==> src/rtl/ysyx_24100006_rd_arbiter.sv <==
`default_nettype none
// ============================================================================
//  Module      : ysyx_24100006_rd_arbiter
//  Description : Two-master AXI-style read-channel arbiter. Master 0 is the
//                I$ and master 1 is the LSU. One downstream bus port is
//                shared between them. Simultaneous requests are resolved by
//                round-robin. The grant is held from AR acceptance through
//                the last R beat.
//  Option      : YSYX_24100006_RD_ARB_PERF_EN adds grant and conflict
//                performance counters.
//  Revision    : 1.0 - initial release
// ============================================================================
module ysyx_24100006_rd_arbiter (
    input  logic        clk,
    input  logic        rst,
    // master 0 (I$)
    input  logic        m0_arvalid,
    output logic        m0_arready,
    input  logic [31:0] m0_araddr,
    input  logic [7:0]  m0_arlen,
    output logic        m0_rvalid,
    input  logic        m0_rready,
    output logic [31:0] m0_rdata,
    output logic        m0_rlast,
    // master 1 (LSU)
    input  logic        m1_arvalid,
    output logic        m1_arready,
    input  logic [31:0] m1_araddr,
    input  logic [7:0]  m1_arlen,
    input  logic [2:0]  m1_arsize,
    output logic        m1_rvalid,
    input  logic        m1_rready,
    output logic [31:0] m1_rdata,
    output logic        m1_rlast,
    // shared bus
    output logic        s_arvalid,
    input  logic        s_arready,
    output logic [31:0] s_araddr,
    output logic [7:0]  s_arlen,
    output logic [2:0]  s_arsize,
    input  logic        s_rvalid,
    output logic        s_rready,
    input  logic [31:0] s_rdata,
    input  logic        s_rlast
`ifdef YSYX_24100006_RD_ARB_PERF_EN
    ,
    output logic [31:0] perf_m0_grants,
    output logic [31:0] perf_m1_grants,
    output logic [31:0] perf_conflict
`endif
);

    typedef enum logic [2:0] {
        S_IDLE = 3'd0,
        S_AR0  = 3'd1,
        S_AR1  = 3'd2,
        S_R0   = 3'd3,
        S_R1   = 3'd4
    } state_t;

    localparam logic [2:0] c_ICACHE_SIZE = 3'b010;

    state_t r_state;
    logic   r_last_grant;   // 0: m0 was granted last, 1: m1 was granted last

    // Arbitration, address-phase acceptance and burst completion tracking
    always_ff @(posedge clk) begin
        if (rst) begin
            r_state      <= S_IDLE;
            r_last_grant <= 1'b0;
        end else begin
            case (r_state)
                S_IDLE: begin
                    if (m0_arvalid && m1_arvalid) begin
                        r_state <= r_last_grant ? S_AR0 : S_AR1;
                    end else if (m0_arvalid) begin
                        r_state <= S_AR0;
                    end else if (m1_arvalid) begin
                        r_state <= S_AR1;
                    end
                end
                S_AR0: begin
                    if (!m0_arvalid) begin
                        r_state <= S_IDLE;
                    end else if (s_arready) begin
                        r_state      <= S_R0;
                        r_last_grant <= 1'b0;
                    end
                end
                S_AR1: begin
                    if (!m1_arvalid) begin
                        r_state <= S_IDLE;
                    end else if (s_arready) begin
                        r_state      <= S_R1;
                        r_last_grant <= 1'b1;
                    end
                end
                S_R0: begin
                    if (s_rvalid && m0_rready && s_rlast) begin
                        r_state <= S_IDLE;
                    end
                end
                S_R1: begin
                    if (s_rvalid && m1_rready && s_rlast) begin
                        r_state <= S_IDLE;
                    end
                end
                default: r_state <= S_IDLE;
            endcase
        end
    end

    // Steer the granted master onto the bus; everything else stays at zero
    always_comb begin
        s_arvalid  = 1'b0;
        s_araddr   = 32'd0;
        s_arlen    = 8'd0;
        s_arsize   = 3'd0;
        s_rready   = 1'b0;
        m0_arready = 1'b0;
        m0_rvalid  = 1'b0;
        m0_rdata   = 32'd0;
        m0_rlast   = 1'b0;
        m1_arready = 1'b0;
        m1_rvalid  = 1'b0;
        m1_rdata   = 32'd0;
        m1_rlast   = 1'b0;
        case (r_state)
            S_AR0: begin
                s_arvalid  = m0_arvalid;
                s_araddr   = m0_araddr;
                s_arlen    = m0_arlen;
                s_arsize   = c_ICACHE_SIZE;
                m0_arready = s_arready;
            end
            S_AR1: begin
                s_arvalid  = m1_arvalid;
                s_araddr   = m1_araddr;
                s_arlen    = m1_arlen;
                s_arsize   = m1_arsize;
                m1_arready = s_arready;
            end
            S_R0: begin
                m0_rvalid = s_rvalid;
                m0_rdata  = s_rdata;
                m0_rlast  = s_rlast;
                s_rready  = m0_rready;
            end
            S_R1: begin
                m1_rvalid = s_rvalid;
                m1_rdata  = s_rdata;
                m1_rlast  = s_rlast;
                s_rready  = m1_rready;
            end
            default: begin
                s_arvalid = 1'b0;
            end
        endcase
    end

`ifdef YSYX_24100006_RD_ARB_PERF_EN
    logic w_m0_ar_hs;
    logic w_m1_ar_hs;
    logic w_conflict;

    assign w_m0_ar_hs = (r_state == S_AR0) && m0_arvalid && s_arready;
    assign w_m1_ar_hs = (r_state == S_AR1) && m1_arvalid && s_arready;
    // A master is stalled by the other one whenever it requests while the
    // other owns either the address or the data phase.
    assign w_conflict = (m0_arvalid && ((r_state == S_AR1) || (r_state == S_R1))) ||
                        (m1_arvalid && ((r_state == S_AR0) || (r_state == S_R0)));

    // Free-running event counters, wrapping naturally at 2^32
    always_ff @(posedge clk) begin
        if (rst) begin
            perf_m0_grants <= 32'd0;
            perf_m1_grants <= 32'd0;
            perf_conflict  <= 32'd0;
        end else begin
            if (w_m0_ar_hs) begin
                perf_m0_grants <= perf_m0_grants + 32'd1;
            end
            if (w_m1_ar_hs) begin
                perf_m1_grants <= perf_m1_grants + 32'd1;
            end
            if (w_conflict) begin
                perf_conflict <= perf_conflict + 32'd1;
            end
        end
    end
`endif

endmodule
`default_nettype wire

==> config.mk <==
export PLATFORM = sky130hd
export DESIGN_NAME = ysyx_24100006_rd_arbiter
export DESIGN_NICKNAME = d
export VERILOG_FILES = /design/src/rtl/ysyx_24100006_rd_arbiter.sv
export SDC_FILE = /design/constraint.sdc
export NUM_CORES = 1
export LEC_CHECK = 0
export ABC_AREA = 1
export BUFFER_PORTS_ARGS = -buffer_cell sky130_fd_sc_hd__buf_2
export CAP_MARGIN = 0
export CORE_AREA = 2 2 93 95
export DETAILED_ROUTE_END_ITERATION = 12
export DIE_AREA = 0 0 95 97
export HOLD_SLACK_MARGIN = 0.15
export PLACE_DENSITY_LB_ADDON = 0.25
export REMOVE_ABC_BUFFERS = 1
export SKIP_CTS_REPAIR_TIMING = 1
export SYNTH_ARGS = -nofsm -noshare
export SYNTH_HDL_FRONTEND = slang
export SYNTH_SLANG_ARGS = --single-unit
==> constraint.sdc <==
create_clock -name clk -period 1.3 [get_ports clk]
set_input_delay 0.13 -clock clk [delete_from_list [all_inputs] [get_ports clk]]
set_output_delay 0.13 -clock clk [all_outputs]
set_load 0.005 [all_outputs]
# Yosys cells after proc, flatten, opt, wreduce, memory -nomap -nowiden
# Cells that the tools add are included.
# op_classes
div_mod_pow	0
multipliers	0
n_mux	29
shifts	0
magnitude_cmp	0
n_reduce_logical	9
eq_ne	13
bitwise_logic	0
add_sub_neg	0
# ops
operator	count
32-bit 2-to-1 mux	2
32-bit one-hot mux with 2 select lines	1
3-bit 2-to-1 mux	9
8-bit one-hot mux with 2 select lines	1
3-bit one-hot mux with 5 select lines	1
2-bit inequality test, second input constant	6
1-bit 2-to-1 mux	10
5-bit AND reduction	2
3-bit by 2-bit equality test with 1-bit output, second input constant	2
3-bit inequality test, second input constant	2
1-bit one-hot mux with 2 select lines	3
3-bit one-hot mux with 2 select lines	1
1-bit logical AND	5
4-bit inequality test, second input constant	1
3-bit by 1-bit equality test with 1-bit output, second input constant	1
3-bit equality test, second input constant	1
3-bit logical NOT	1
2-bit 2-to-1 mux	1
2-bit nonzero test	1
# word_totals
reg_bits	4
romBits	0
word_cells	53
mem_bits_rw	0
input_bits	124
latch_bits	0
out_inout_bits	115
mem_count	0

# Logic depth before layout (Yosys ltp)
# depth
ltp_word	4
ltp_mapped	8
ltp_nobuf	7

# Worst setup path before layout
# No wires, ideal clock.
# synth_path
kind	flip-flop to output port
startpoint	register r_state[2]
endpoint	output port s_araddr[15]
t_required_ps	1170
setup_slack_ps	32
path_stages_with_launch	5
arrival_time_ps	1138
path_buffers	2
cell_sequence	dfxtp_1 buf_2 nor3_4 clkbuf_1 a22o_1
# synth_via
elab_chain_cells	2
# synth_lines
item	line	rtl
start: declaration	63	state_t r_state;
start signal: assignment	75	r_state <= r_last_grant ? S_AR0 : S_AR1;
3-bit by 2-bit equality test with 1-bit output or 3-bit by 1-bit equality test with 1-bit output (tied branches)	128	case (r_state)
32-bit one-hot mux with 2 select lines *	128	
end: declaration	38	output logic [31:0] s_araddr,
# Every way passes the cells marked *; elsewhere a longest branch is shown, timed or not.

# Worst setup path after layout
# layout_path
startpoint	register r_state[0]
endpoint	output port s_araddr[3]
# The elaborated chain is that of the path after synthesis.

==> out/summary.txt <==
======================================================================================================
Result of the run                                                                         finished with violations
Failing checks                                                                            negative setup slack
Via density                                                                                      4.217
Worst EP required                                                                              1.17 ns
Synthesis warning total                                                                              0
Clock Skew                                                                                 0.003561 ns
First-pass GRT wire length                                                                    10390 µm
Die Footprint                                                                                 9215 µm²
Mean instance size in the synthesized netlist                                                5.234 µm²
Max_cap viols                                                                                        0
Most frequently used flop master after synthesis                                          sky130_fd_sc_hd__dfxtp_1
Synth-to-Final Area Change                                                                      147.3%
Final Net Count                                                                                    601
Critical register-to-register path startpoint                                               r_state[0]
Count of nets left with antenna violations after detail routing                                      0
Overall routed net length                                                                      8348 µm
Worst relative slew slack                                                                       85.22%
Nature of the critical path startpoint                                                       flip-flop
RSZ-0062 raised after global routing                                                              true
Class of the most critical setup path                                                       reg -> out
Residual DRC count                                                                                   0
Peak supply drop                                                                           0.0003819 V
Highest clock rate                                                                          0.6482 GHz
Total iterations of the first detailed-routing run                                                   4
Initial antenna violation count                                                                      0
H-Tree Level Count                                                                                   1
Critical path origin                                                                        r_state[0]
Initial DRC Count                                                                                   55
Depth of the most critical reg-to-reg path                                                           8
Unique masters post-synth                                                                           18
Hold path startpoint                                                                         s_arready
# IOs                                                                                              239
Maximum buffer depth of the clock tree                                                               2
Diodes inserted                                                                                      0
Vias in the first global route                                                                    2179
Finish-stage setup viols                                                                           114
Endpoint class of the critical path                                                         output pin
Vert. Die Dim                                                                                    97 µm
Number of cell rows                                                                                 33
Biggest fanout along the worst timing path                                                          10
Total congestion overflow after global routing                                                       0
Post-synth EDFFs                                                                                     0
Port Buf Inserts                                                                                   238
Number of instances in the synthesized netlist                                                     224
Total core area                                                                               8134 µm²
Routed wirelength normalized by instance count                                                14.39 µm
Latest clock arrival within the worst-skew pair                                                0.22 ns
Transition time of the tightest slew-check pin                                               0.2200 ns
Total standard cell area after synthesis                                                      1172 µm²
Asr flop ratio synth                                                                                0%
Via count of the routed design                                                                    2446
Fin cells                                                                                          580
Commonest non-fill, non-tap cell in the layout                                            sky130_fd_sc_hd__buf_2
Number of instances in the placed design                                                           566
Ratio of cells with drive above 1 in the final layout                                           60.21%
Routability cong.                                                                               0.8269
Total global-route track usage                                                                  14.08%
Share of the clock period used by the worst path                                                118.7%
Clock period minus final worst setup slack                                                    1.543 ns
Clock transition at the register clock pins on the worst setup and hold paths after CTS        0.03 ns
Fin. max-slew vios                                                                                   0
Final Hold Vio Count                                                                                 0
Number of buffers inserted during clock tree synthesis                                               3
Slack of the critical path                                                                  -0.2428 ns
Hold Path Cell Cnt                                                                                   3
Count of filler cells inserted in the layout                                                       900
Sequential cell area fraction in the yosys report                                               6.830%
CTS Root Buffer Type                                                                      sky130_fd_sc_hd__clkbuf_8
Die Wd                                                                                           95 µm
Detailed Place HPWL                                                                            6447 µm
Most used cells in the layout excluding fill and tap cells                                sky130_fd_sc_hd__buf_2, sky130_fd_sc_hd__nor2_1, sky130_fd_sc_hd__inv_1
Pwr Density                                                                                1293 nW/µm²
Static leakage power                                                                       0.001988 µW
Clock sink total                                                                                     4
Maximum number of pins on one net before global-route repair                                        39
Arrival time worst endpoint                                                                    1.41 ns
TritonCTS clock tree                                                                               yes
Class of the tightest hold or removal check                                                  in -> reg
Initial core utilization                                                                        14.41%
Total power consumption of the routed design                                                   3749 µW
Yosys reg bits                                                                                       4
======================================================================================================
[Yosys cell counts (2+ instances only)]
library cell	number	area share, %
sky130_fd_sc_hd__nor2_1	83	27
sky130_fd_sc_hd__inv_1	42	13
sky130_fd_sc_hd__a22o_1	40	30
sky130_fd_sc_hd__nand2_1	14	4.5
sky130_fd_sc_hd__buf_2	9	3.8
sky130_fd_sc_hd__nand3_1	9	3.8
sky130_fd_sc_hd__clkbuf_1	7	2.2
sky130_fd_sc_hd__dfxtp_1	4	6.8
sky130_fd_sc_hd__inv_2	3	0.96
sky130_fd_sc_hd__nor3_1	3	1.3
sky130_fd_sc_hd__a21oi_1	2	0.85
sky130_fd_sc_hd__o21bai_1	2	1.3
[stage by stage]
stage | setup TNS (ns) | util [%] | hold WS [ns] | instance area [µm²] | setup WS, ns
3_3_place_gp | -0.5390 | 31.80 | 0.3035 | 2586 | -0.04494
6_report | -13.83 | 35.64 | 0.2394 | 2899 | -0.2428
5_1_grt | -21.16 | 35.64 | 0.2765 | 2899 | -0.2907
2_1_floorplan | -19.51 | - | 0.1991 | 1101 | -0.5947
3_5_place_dp | -1.647 | 31.80 | 0.3054 | 2586 | -0.06164
4_1_cts | -26.08 | 32.30 | 0.08087 | 2628 | -0.3014
[worst paths after layout]
kind	to	slack (ns)
min reg2reg	r_last_grant	0.51
max reg2reg	r_last_grant	-0.05
max	s_araddr[3]	-0.24
min	r_state[2]	0.24
[power by group]
| group | internal, µW | switching, µW |
|---|---|---|
| Clock | 197 | 64.9 |
| Combinational | 1770 | 1470 |
| Sequential | 177 | 75.4 |
| Total | 2140 | 1610 |
[state kept, by name (all words and copies together) (netlist names)]
register,flops
r_state,3
r_last_grant,1
[worst max-delay path, cell delays in order (launching register included)]
cell	delay (ns)
sky130_fd_sc_hd__dfxtp_4	0.38
sky130_fd_sc_hd__inv_4	0.04
sky130_fd_sc_hd__nor3_4	0.21
sky130_fd_sc_hd__buf_12	0.16
sky130_fd_sc_hd__clkbuf_16	0.16
sky130_fd_sc_hd__a22o_1	0.12
sky130_fd_sc_hd__buf_2	0.12
[metal layers]
metal | routed length [µm] | global-route usage [%] | vias to the layer above
met3 | 943 | 3.349 | 9
li1 | - | - | 1219
met1 | 2787 | 13.83 | 1067
met4 | 121 | 3.122 | 0
met5 | 0 | 0 | -
met2 | 4495 | 28.53 | 151
[logic make-up (layout without fill, tap and decap cells)]
logic type	count (synthesis)	in the layout	share of synthesized area (%)
AND/OR/NAND/NOR	112	112	38.63
flip-flops	4	4	6.831
buffers and inverters	61	312	20.49
AO/OA/AOI/OAI	47	47	34.04
[final cells by class]
type | instances | area [µm²] | share of cell area [%]
Multi-Input combinational cell | 159 | 888.4 | 30.64
Inverter | 45 | 178.9 | 6.172
Tap cell | 105 | 131.4 | 4.532
Sequential cell | 4 | 91.34 | 3.151
Timing Repair Buffer | 264 | 1568 | 54.08
Clock buffer | 3 | 41.29 | 1.424
Power figures use the tool's default switching activity.
